===== src/rtl/retire_trace_buffer_pkg.sv =====
// Shared definitions for the retired-instruction trace buffer: record layout and FSM states.
package retire_trace_buffer_pkg;

  localparam int unsigned TRACE_REC_W = 135;

  // Bit offsets of each field inside a packed trace record (LSB positions).
  localparam int unsigned REC_MEM_ADDR_LSB = 0;
  localparam int unsigned REC_MEM_WE_BIT   = 32;
  localparam int unsigned REC_RD_DATA_LSB  = 33;
  localparam int unsigned REC_RD_ADDR_LSB  = 65;
  localparam int unsigned REC_RD_WE_BIT    = 70;
  localparam int unsigned REC_INST_LSB     = 71;
  localparam int unsigned REC_PC_LSB       = 103;

  typedef enum logic [1:0] {
    TRB_IDLE,
    TRB_ARMED,
    TRB_POST,
    TRB_FROZEN
  } trb_state_e;

  function automatic logic [TRACE_REC_W-1:0] pack_rec(
    input logic [31:0] pc,
    input logic [31:0] inst,
    input logic        rd_we,
    input logic [4:0]  rd_addr,
    input logic [31:0] rd_data,
    input logic        mem_we,
    input logic [31:0] mem_addr
  );
    return {pc, inst, rd_we, rd_addr, rd_data, mem_we, mem_addr};
  endfunction

endpackage


===== src/rtl/trace_ram.sv =====
// Record storage for the trace buffer: one synchronous write port, one asynchronous read port.
module trace_ram
  import retire_trace_buffer_pkg::*;
#(
  parameter int unsigned DEPTH  = 16,
  parameter int unsigned ADDR_W = 4,
  parameter int unsigned WIDTH  = TRACE_REC_W
) (
  input  logic              clk,
  input  logic              we,
  input  logic [ADDR_W-1:0] waddr,
  input  logic [WIDTH-1:0]  wdata,
  input  logic [ADDR_W-1:0] raddr,
  output logic [WIDTH-1:0]  rdata
);

  logic [WIDTH-1:0] mem [DEPTH];

  always_ff @(posedge clk) begin
    if (we) begin
      mem[waddr] <= wdata;
    end
  end

  assign rdata = mem[raddr];

endmodule


===== src/rtl/retire_trace_buffer.sv =====
// Circular capture of retired-instruction records with PC trigger, post-trigger window and
// oldest-first drain over a valid/ready port once frozen.
module retire_trace_buffer
  import retire_trace_buffer_pkg::*;
#(
  parameter int unsigned DEPTH      = 16,
  parameter int unsigned ADDR_W     = 4,
  parameter int unsigned POST_COUNT = 4
) (
  input  logic                   clk,
  input  logic                   rst,
  input  logic                   arm,
  input  logic                   stop,
  input  logic                   trig_en,
  input  logic [31:0]            trig_pc,
  input  logic                   rec_valid,
  input  logic [31:0]            rec_pc,
  input  logic [31:0]            rec_inst,
  input  logic                   rec_rd_we,
  input  logic [4:0]             rec_rd_addr,
  input  logic [31:0]            rec_rd_data,
  input  logic                   rec_mem_we,
  input  logic [31:0]            rec_mem_addr,
  output logic                   out_valid,
  input  logic                   out_ready,
  output logic [TRACE_REC_W-1:0] out_record,
  output logic                   busy,
  output logic                   triggered,
  output logic                   wrapped,
  output logic [ADDR_W:0]        count,
  output logic [15:0]            drop_cnt
);

  localparam logic [ADDR_W:0] FullCount = (ADDR_W + 1)'(DEPTH);
  localparam logic [15:0]     PostInit  = 16'(POST_COUNT);

  trb_state_e        state_q;
  logic [ADDR_W-1:0] wr_ptr_q;
  logic [ADDR_W-1:0] rd_ptr;
  logic [ADDR_W:0]   count_q;
  logic [15:0]       post_cnt_q;
  logic [15:0]       drop_cnt_q;
  logic              triggered_q;
  logic              wrapped_q;

  logic capturing;
  logic wr_en;
  logic trig_hit;
  logic xfer;

  assign capturing = (state_q == TRB_ARMED) || (state_q == TRB_POST);
  assign wr_en     = capturing && rec_valid;
  assign trig_hit  = (state_q == TRB_ARMED) && rec_valid && trig_en && (rec_pc == trig_pc);
  assign out_valid = (state_q == TRB_FROZEN) && (count_q != '0);
  assign xfer      = out_valid && out_ready;
  // Oldest record sits count slots behind the write pointer; a full buffer gives rd == wr.
  assign rd_ptr    = wr_ptr_q - count_q[ADDR_W-1:0];

  trace_ram #(
    .DEPTH (DEPTH),
    .ADDR_W(ADDR_W),
    .WIDTH (TRACE_REC_W)
  ) u_ram (
    .clk  (clk),
    .we   (wr_en),
    .waddr(wr_ptr_q),
    .wdata(pack_rec(rec_pc, rec_inst, rec_rd_we, rec_rd_addr, rec_rd_data, rec_mem_we,
                    rec_mem_addr)),
    .raddr(rd_ptr),
    .rdata(out_record)
  );

  always_ff @(posedge clk) begin
    if (rst) begin
      state_q     <= TRB_IDLE;
      wr_ptr_q    <= '0;
      count_q     <= '0;
      post_cnt_q  <= '0;
      drop_cnt_q  <= '0;
      triggered_q <= 1'b0;
      wrapped_q   <= 1'b0;
    end else begin
      if (wr_en) begin
        wr_ptr_q <= wr_ptr_q + 1'b1;
        if (count_q == FullCount) begin
          wrapped_q <= 1'b1;
        end else begin
          count_q <= count_q + 1'b1;
        end
      end
      if (trig_hit) begin
        triggered_q <= 1'b1;
      end

      unique case (state_q)
        TRB_IDLE: begin
          if (arm) begin
            state_q     <= TRB_ARMED;
            wr_ptr_q    <= '0;
            count_q     <= '0;
            wrapped_q   <= 1'b0;
            triggered_q <= 1'b0;
            drop_cnt_q  <= '0;
          end
        end
        TRB_ARMED: begin
          // stop outranks the trigger for the state decision; triggered is still recorded.
          if (stop) begin
            state_q <= TRB_FROZEN;
          end else if (trig_hit) begin
            if (POST_COUNT == 0) begin
              state_q <= TRB_FROZEN;
            end else begin
              state_q    <= TRB_POST;
              post_cnt_q <= PostInit;
            end
          end
        end
        TRB_POST: begin
          if (stop) begin
            state_q <= TRB_FROZEN;
          end else if (rec_valid) begin
            post_cnt_q <= post_cnt_q - 16'd1;
            if (post_cnt_q == 16'd1) begin
              state_q <= TRB_FROZEN;
            end
          end
        end
        TRB_FROZEN: begin
          if (rec_valid && (drop_cnt_q != 16'hFFFF)) begin
            drop_cnt_q <= drop_cnt_q + 16'd1;
          end
          if (xfer) begin
            count_q <= count_q - 1'b1;
          end
          if ((count_q == '0) || (xfer && (count_q == (ADDR_W + 1)'(1)))) begin
            state_q <= TRB_IDLE;
          end
        end
        default: state_q <= TRB_IDLE;
      endcase
    end
  end

  assign busy      = (state_q != TRB_IDLE);
  assign triggered = triggered_q;
  assign wrapped   = wrapped_q;
  assign count     = count_q;
  assign drop_cnt  = drop_cnt_q;

endmodule


===== config.mk =====
export PLATFORM = sky130hd
export DESIGN_NAME = retire_trace_buffer
export DESIGN_NICKNAME = d
export VERILOG_FILES = /design/src/rtl/retire_trace_buffer_pkg.sv /design/src/rtl/trace_ram.sv /design/src/rtl/retire_trace_buffer.sv
export SDC_FILE = /design/constraint.sdc
export NUM_CORES = 2
export LEC_CHECK = 0
export CORE_MARGIN = 4
export CORE_UTILIZATION = 35
export CTS_CLUSTER_SIZE = 14
export DETAILED_ROUTE_END_ITERATION = 10
export PLACE_DENSITY = 0.62
export RECOVER_POWER = 100
export SYNTH_ARGS = -nofsm -noshare
export SYNTH_HDL_FRONTEND = slang
export SYNTH_SLANG_ARGS = --single-unit

===== constraint.sdc =====
create_clock -name clk -period 4.51 [get_ports clk]
set_input_delay 0.6765 -clock clk [delete_from_list [all_inputs] [get_ports clk]]
set_output_delay 0.6765 -clock clk [all_outputs]
set_load 0.01 [all_outputs]

Word-level counts from Yosys, hierarchy flattened
Memory sizes are Yosys's and may differ from the RTL's.
Index checks and enable logic that the tools add are counted.
- RAM bits: 2160
- input bits: 174
- ROM bits: 0
- memories kept: 1
- bits in registers: 45
- output and inout port bits: 160
- bits in latches: 0
- memories (name ; words ; width ; rd ports ; clocked after memory_dff ; write ports ; RTL line ; RTL):
    u_ram.mem ; 16 ; 135 ; 1 ; 0 ; 1 ; trace_ram.sv:17 ; logic [WIDTH-1:0] mem [DEPTH];
- bitwise operators: 0
- order comparisons: 0
- $mul: 0
- mux-type cells: 33
- equality and inequality tests: 18
- shift-type cells: 0
- divide/modulo/power cells: 0
- add/sub/neg operators: 6
- reduce and logical (&&, ||, !) cells: 19
- operators with widths (operator ; count):
    $mux 16 ; 6
    $pmux 16 s2 ; 2
    $eq 32x32->1 ; 1
    $mux 5 ; 4
    $add 16x1->16 const B ; 1
    $eq 16x1->1 const B ; 1
    $ne 16x16->1 const B ; 1
    $sub 16x1->16 const B ; 1
    $mux 2 ; 7
    $mux 4 ; 3
    $ne 2x2->1 const B ; 5
    $pmux 5 s2 ; 1
    $reduce_and 5->1 ; 2
    $mux 1 ; 9
    $logic_and 1x1->1 ; 8
    $pmux 2 s4 ; 1
    $ne 3x3->1 const B ; 2
    $reduce_bool 2->1 ; 3
    $add 5x1->5 const B ; 1
    $eq 5x1->1 const B ; 1
    $eq 5x5->1 const B ; 1
    $logic_not 5->1 ; 1
    $reduce_bool 5->1 ; 1
    $sub 5x1->5 const B ; 1
    9 further kinds ; 12

Logic depth before layout (Yosys ltp)
- word-level depth: 7
- mapped depth: 10
- mapped depth without buffers: 8

Hierarchy
A second synthesis with hierarchy kept.
- cell total of the unflattened synthesis: 3761
- area total of the unflattened synthesis: 84164.5 sq um
- by module, submodules not included (module ; cells an instance ; area an instance (sq um) ; instances ; sequential area each (sq um)):
    trace_ram ; 3406 ; 81206.6 ; 1 ; 64862.2
    retire_trace_buffer ; 355 ; 2957.8 ; 1 ; 900.9

Least setup slack after synthesis
Ideal clock, no wire load.
- path kind: reg-to-reg
- from: register state_q[0]
- to: memory u_ram.mem[10][0] in the netlist's numbering, enable pin
- buffers on the path: 0
- slack: -0.378 ns
- arrival time: 4.378 ns
- clock period less this slack: 4.888 ns
- stages on the path, launching flop included: 6
- setup time: 0.510 ns
- cell sequence: dfxtp_1 > inv_1 > ha_1 > nand2_1 > nor3b_1 > and2_1
- word-level cells in the longest chain between the ends: 5
- elaborated cells on any way between the ends: 6
- ends and longest elaborated chain (element ; RTL line ; RTL):
    start: declaration ; retire_trace_buffer.sv:37 ; trb_state_e state_q;
    start signal: assignment ; retire_trace_buffer.sv:75 ; state_q <= TRB_IDLE;
    start signal: assignment ; retire_trace_buffer.sv:98 ; state_q <= TRB_ARMED;
    start signal: assignment ; retire_trace_buffer.sv:109 ; state_q <= TRB_FROZEN;
    $eq 2x1->1 or $eq 2x2->1 (tied branches) ; retire_trace_buffer.sv:51 ; assign capturing = (state_q == TRB_ARMED) || (state_q == TRB_POST);
    $logic_or 1x1->1 * ; retire_trace_buffer.sv:51 ;
    $logic_and 1x1->1 * ; retire_trace_buffer.sv:52 ; assign wr_en = capturing && rec_valid;
    $mux 1 * ; trace_ram.sv:20 ; if (we) begin
    $mux 1 (implied by the code) * ; trace_ram.sv:21 ; mem[waddr] <= wdata;
    end: declaration ; trace_ram.sv:17 ;
Mark *: on every way between the ends. The rest lies on a longest branch, timed or not.

Worst setup path after layout
- from: register wr_ptr_q[0]
- to: output port out_record[67]
- word-level cells in the longest chain between the ends: 2
- ends and longest elaborated chain (element ; RTL line ; RTL):
    start: declaration ; retire_trace_buffer.sv:38 ; logic [ADDR_W-1:0] wr_ptr_q;
    start signal: assignment ; retire_trace_buffer.sv:84 ; wr_ptr_q <= wr_ptr_q + 1'b1;
    $sub 4x4->4 ; retire_trace_buffer.sv:57 ; assign rd_ptr = wr_ptr_q - count_q[ADDR_W-1:0];
    $mem_v2 16x135 ; - ;
    end: declaration ; retire_trace_buffer.sv:26 ; output logic [TRACE_REC_W-1:0] out_record,
No other way between the ends.

==> results.md <==
* Die extent in x at roughly 500 um
* HPWL reported at the end of detailed placement at between 100000 and 150000 um
* Worst Path Max Fanout at 6
* Tot GR Track Use at 17.2%
* CTS max path bufs at 3
* Final weighted congestion in routability-driven placement at about 0.79
* Die area at 251000 sq um
* Max-cap violations at 11
* Mean number of vias per cell at 5.36
* Count of input and output buffers at between 300 and 400
* Status: finished, violations left
* Leading cell type in the layout, fill and taps excluded: edfxtp_1
* Required time reported for the critical path endpoint at 3830 ps
* Dpl cells at 7647
* Number of hold-slack violations in the final timing report at 0
* Via count at 44443
* Non-filler cells in the finished layout at 8287
* Top post-synthesis cells by area: edfxtp_1 (76%), mux4_2 (14%), nand2_1 (1.3%)
* Vias in the first global route at about 45000
* Sequential standard cell area at 65800 sq um
* First-pass GRT wire length at 316000 um
* Boundary Pins at roughly 330
* Pin count of the biggest net entering global routing at 71
* Worst-Margin Slew at about 2300 ps
* Yosys warns at 0
* Unique masters post-synth at 58
* Proportion of layout cells with a drive suffix above 1 at 33.6%
* Post-Synthesis Mean Instance Area at around 21 sq um
* First-pass iteration count of the detailed router at 7
* Synthesized area at 85000 sq um
* Critical path type: reg -> out
* Overall power of the completed layout at 60100 uW
* Post-Syn Instances at 4023
* Number of synthesized flops with an enable pin at between 2000 and 2500
* Sequential share of the synthesized area at 77.3%
* Critical Path Sink Type: output port
* DRC violations left at 0
* Standard cell core area at 241000 sq um
* Setup violation total in the final timing report at 37
* Net Count, Synth at 4216
* Arrival time at the worst endpoint at ~4000 ps
* TritonCTS clock tree: yes
* Wirelength per Cell at 27.3 um
* Multi-input combinational cell area at just under 20000 sq um
* Clock tree root buffer cell: clkbuf_16
* Die height at 501 um
* Async set-reset flop share out of synthesis at 0%
* Layout filler cell count at 20508
* Antenna Nets Post-Route at 0
* Number of storage elements in the synthesis netlist at 2205
* Worst slew margin at -54.3%
* Maximum resistive drop on vdd at 0.392 mV
* Worst clock skew at 75.8 ps
* Yosys top cell by area: edfxtp_1
* Clock net sink count at about 2200
* Min Clock Period, post-route at 4660 ps
* Period Utilization, post-route at 103%
* Leakage power total at roughly 0.035 uW
* Prevailing post-synth register cell: edfxtp_1
* Post-route cell area at ~110000 sq um
* Worst-case setup margin in the final layout at -146 ps
* Global route total overflow at 0
* Total Negative Setup Slacks at -1990 ps
* Area after DPL at 95300 sq um
* Hold Path Class: reg -> reg
* TritonCTS buffer count at 224
* Skew-Pair Late Insertion Delay at 890 ps
* Area grow syn2layout at 24.1%
* FMAX at 215 MHz
* Initial standard-cell utilization of the core at 35.3%
* Number of nets in the final layout at 5088
* Commonest cells after routing, fill and taps aside: edfxtp_1 (2160), mux4_2 (540), nand2_1 (293)
* Num rows at 180
* Yosys top cell area share at 76.3%
* Max-slew violations at 308
* Number of H-tree levels at 4
* Clock Pin Slew Worst Setup and Hold Paths at 70 ps
* Violations in the final reports: max-capacitance violations, max-slew violations, negative setup slack
* Detailed-route wire length at around 230000 um
* Number of design-rule violations left by the first detailed-router iteration at 4898
* Startpoint type of the worst setup path: flop
* Unrepaired setup endpoints after global routing: yes
* Total power per unit cell area at 570 nW/um^2
* Initial antenna violation count at 42
==> sequential cells by signal, indices dropped and copies added (netlist names) <==
signal	count
count	5
drop_cnt	16
post_cnt_q	16
state_q	2
triggered	1
u_ram.mem	2160
wr_ptr_q	4
wrapped	1
==> metal layers <==
metal  routed length, um  GRT usage (%)  vias up  part of all wire [%]
li1                    -              -    18547                     -
met1               97500           24.4    23884                    43
met2              107000           26.7     1688                    47
met3               16800           3.80      316                   7.4
met4                5000           4.85        8                   2.2
met5                  46              0        -                 0.020
==> power by group <==
group / switching [uW] / total (uW) / leakage, uW / internal [uW]
Combinational: 9330 / 18400 / 0.0112 / 9100
Sequential: 109 / 23100 / 0.0198 / 23000
Clock: 7900 / 18600 / 0.00360 / 10700
Total: 17300 / 60100 / 0.0346 / 42800
==> repair_timing <==
item | 4_1_cts | 5_1_grt
hold endpoints to repair | 0 | 0
setup buffers | 21 | 162
gates resized for setup | 324 | 583
gates cloned | 11 | 24
setup endpoints to repair | 135 | 135
pin swaps | 18 | 99
hold buffers | 0 | 0
==> worst max-delay path, stage by stage, from the launching register on <==
cell and delay (ps):
dfxtp_4 370, inv_4 40, ha_4 150, fa_4 820, buf_12 130, buf_16 150
buf_16 150, buf_4 130, buf_8 100, buf_4 100, mux4_2 290, a211oi_2 250
a31oi_1 80, buf_4 190, clkbuf_2 130
==> path summary, 6_finish.rpt <==
| check | from | endpoint | slack, ps | cells after the start |
|---|---|---|---|---|
| worst min register to register | triggered | triggered | 450 | 2 |
| worst min-delay path | triggered | triggered | 450 | 2 |
| worst max register to register | state_q[1] | u_ram.mem[5][89] | 20 | 7 |
| worst max-delay path | wr_ptr_q[0] | out_record[67] | -150 | 14 |
==> synth_stat cells (all sizes together), types with 3 or more instances <==
master,count
clkbuf,138
or4,3
o41ai,3
and2,151
o21ai,7
nand3,33
ha,18
mux4,540
nand4,26
nor4,10
a31oi,136
and4,4
o211ai,6
buf,82
inv,27
a211oi,137
a21o,6
a21oi,28
xnor2,15
mux2i,4
edfxtp,2160
dfxtp,45
xor2,41
and3,10
or3,8
nor3,11
nand2,305
nor2,43
==> metrics by stage <==
stage	worst slack, ps	hold WS [ps]	util (%)
6_report	-146	447	43.7
4_1_cts	-585	446	43.0
5_1_grt	-276	490	43.7
3_3_place_gp	121	439	39.5
2_1_floorplan	1120	444	-
3_5_place_dp	65.0	445	39.5
==> cell type report <==
cell class	instances	share of cell area, %
multi-input combinational	1571	18.8
clock inverter	141	1.49
clock buffer	275	5.54
tap	3185	3.78
timing repair buffer	866	7.95
inverter	27	0.0984
antenna	17	0.0403
sequential	2205	62.3
==> cells by family after synthesis <==
logic type,after synthesis,share of synthesized area [%]
mux,544,14.4
xor+xnor,56,0.577
fa+ha+maj,19,0.288
simple gates,611,3.49
buf+inv,247,1.20
flops,2205,77.3
compound gates,341,2.76
Power figures use the tool's default switching activity.
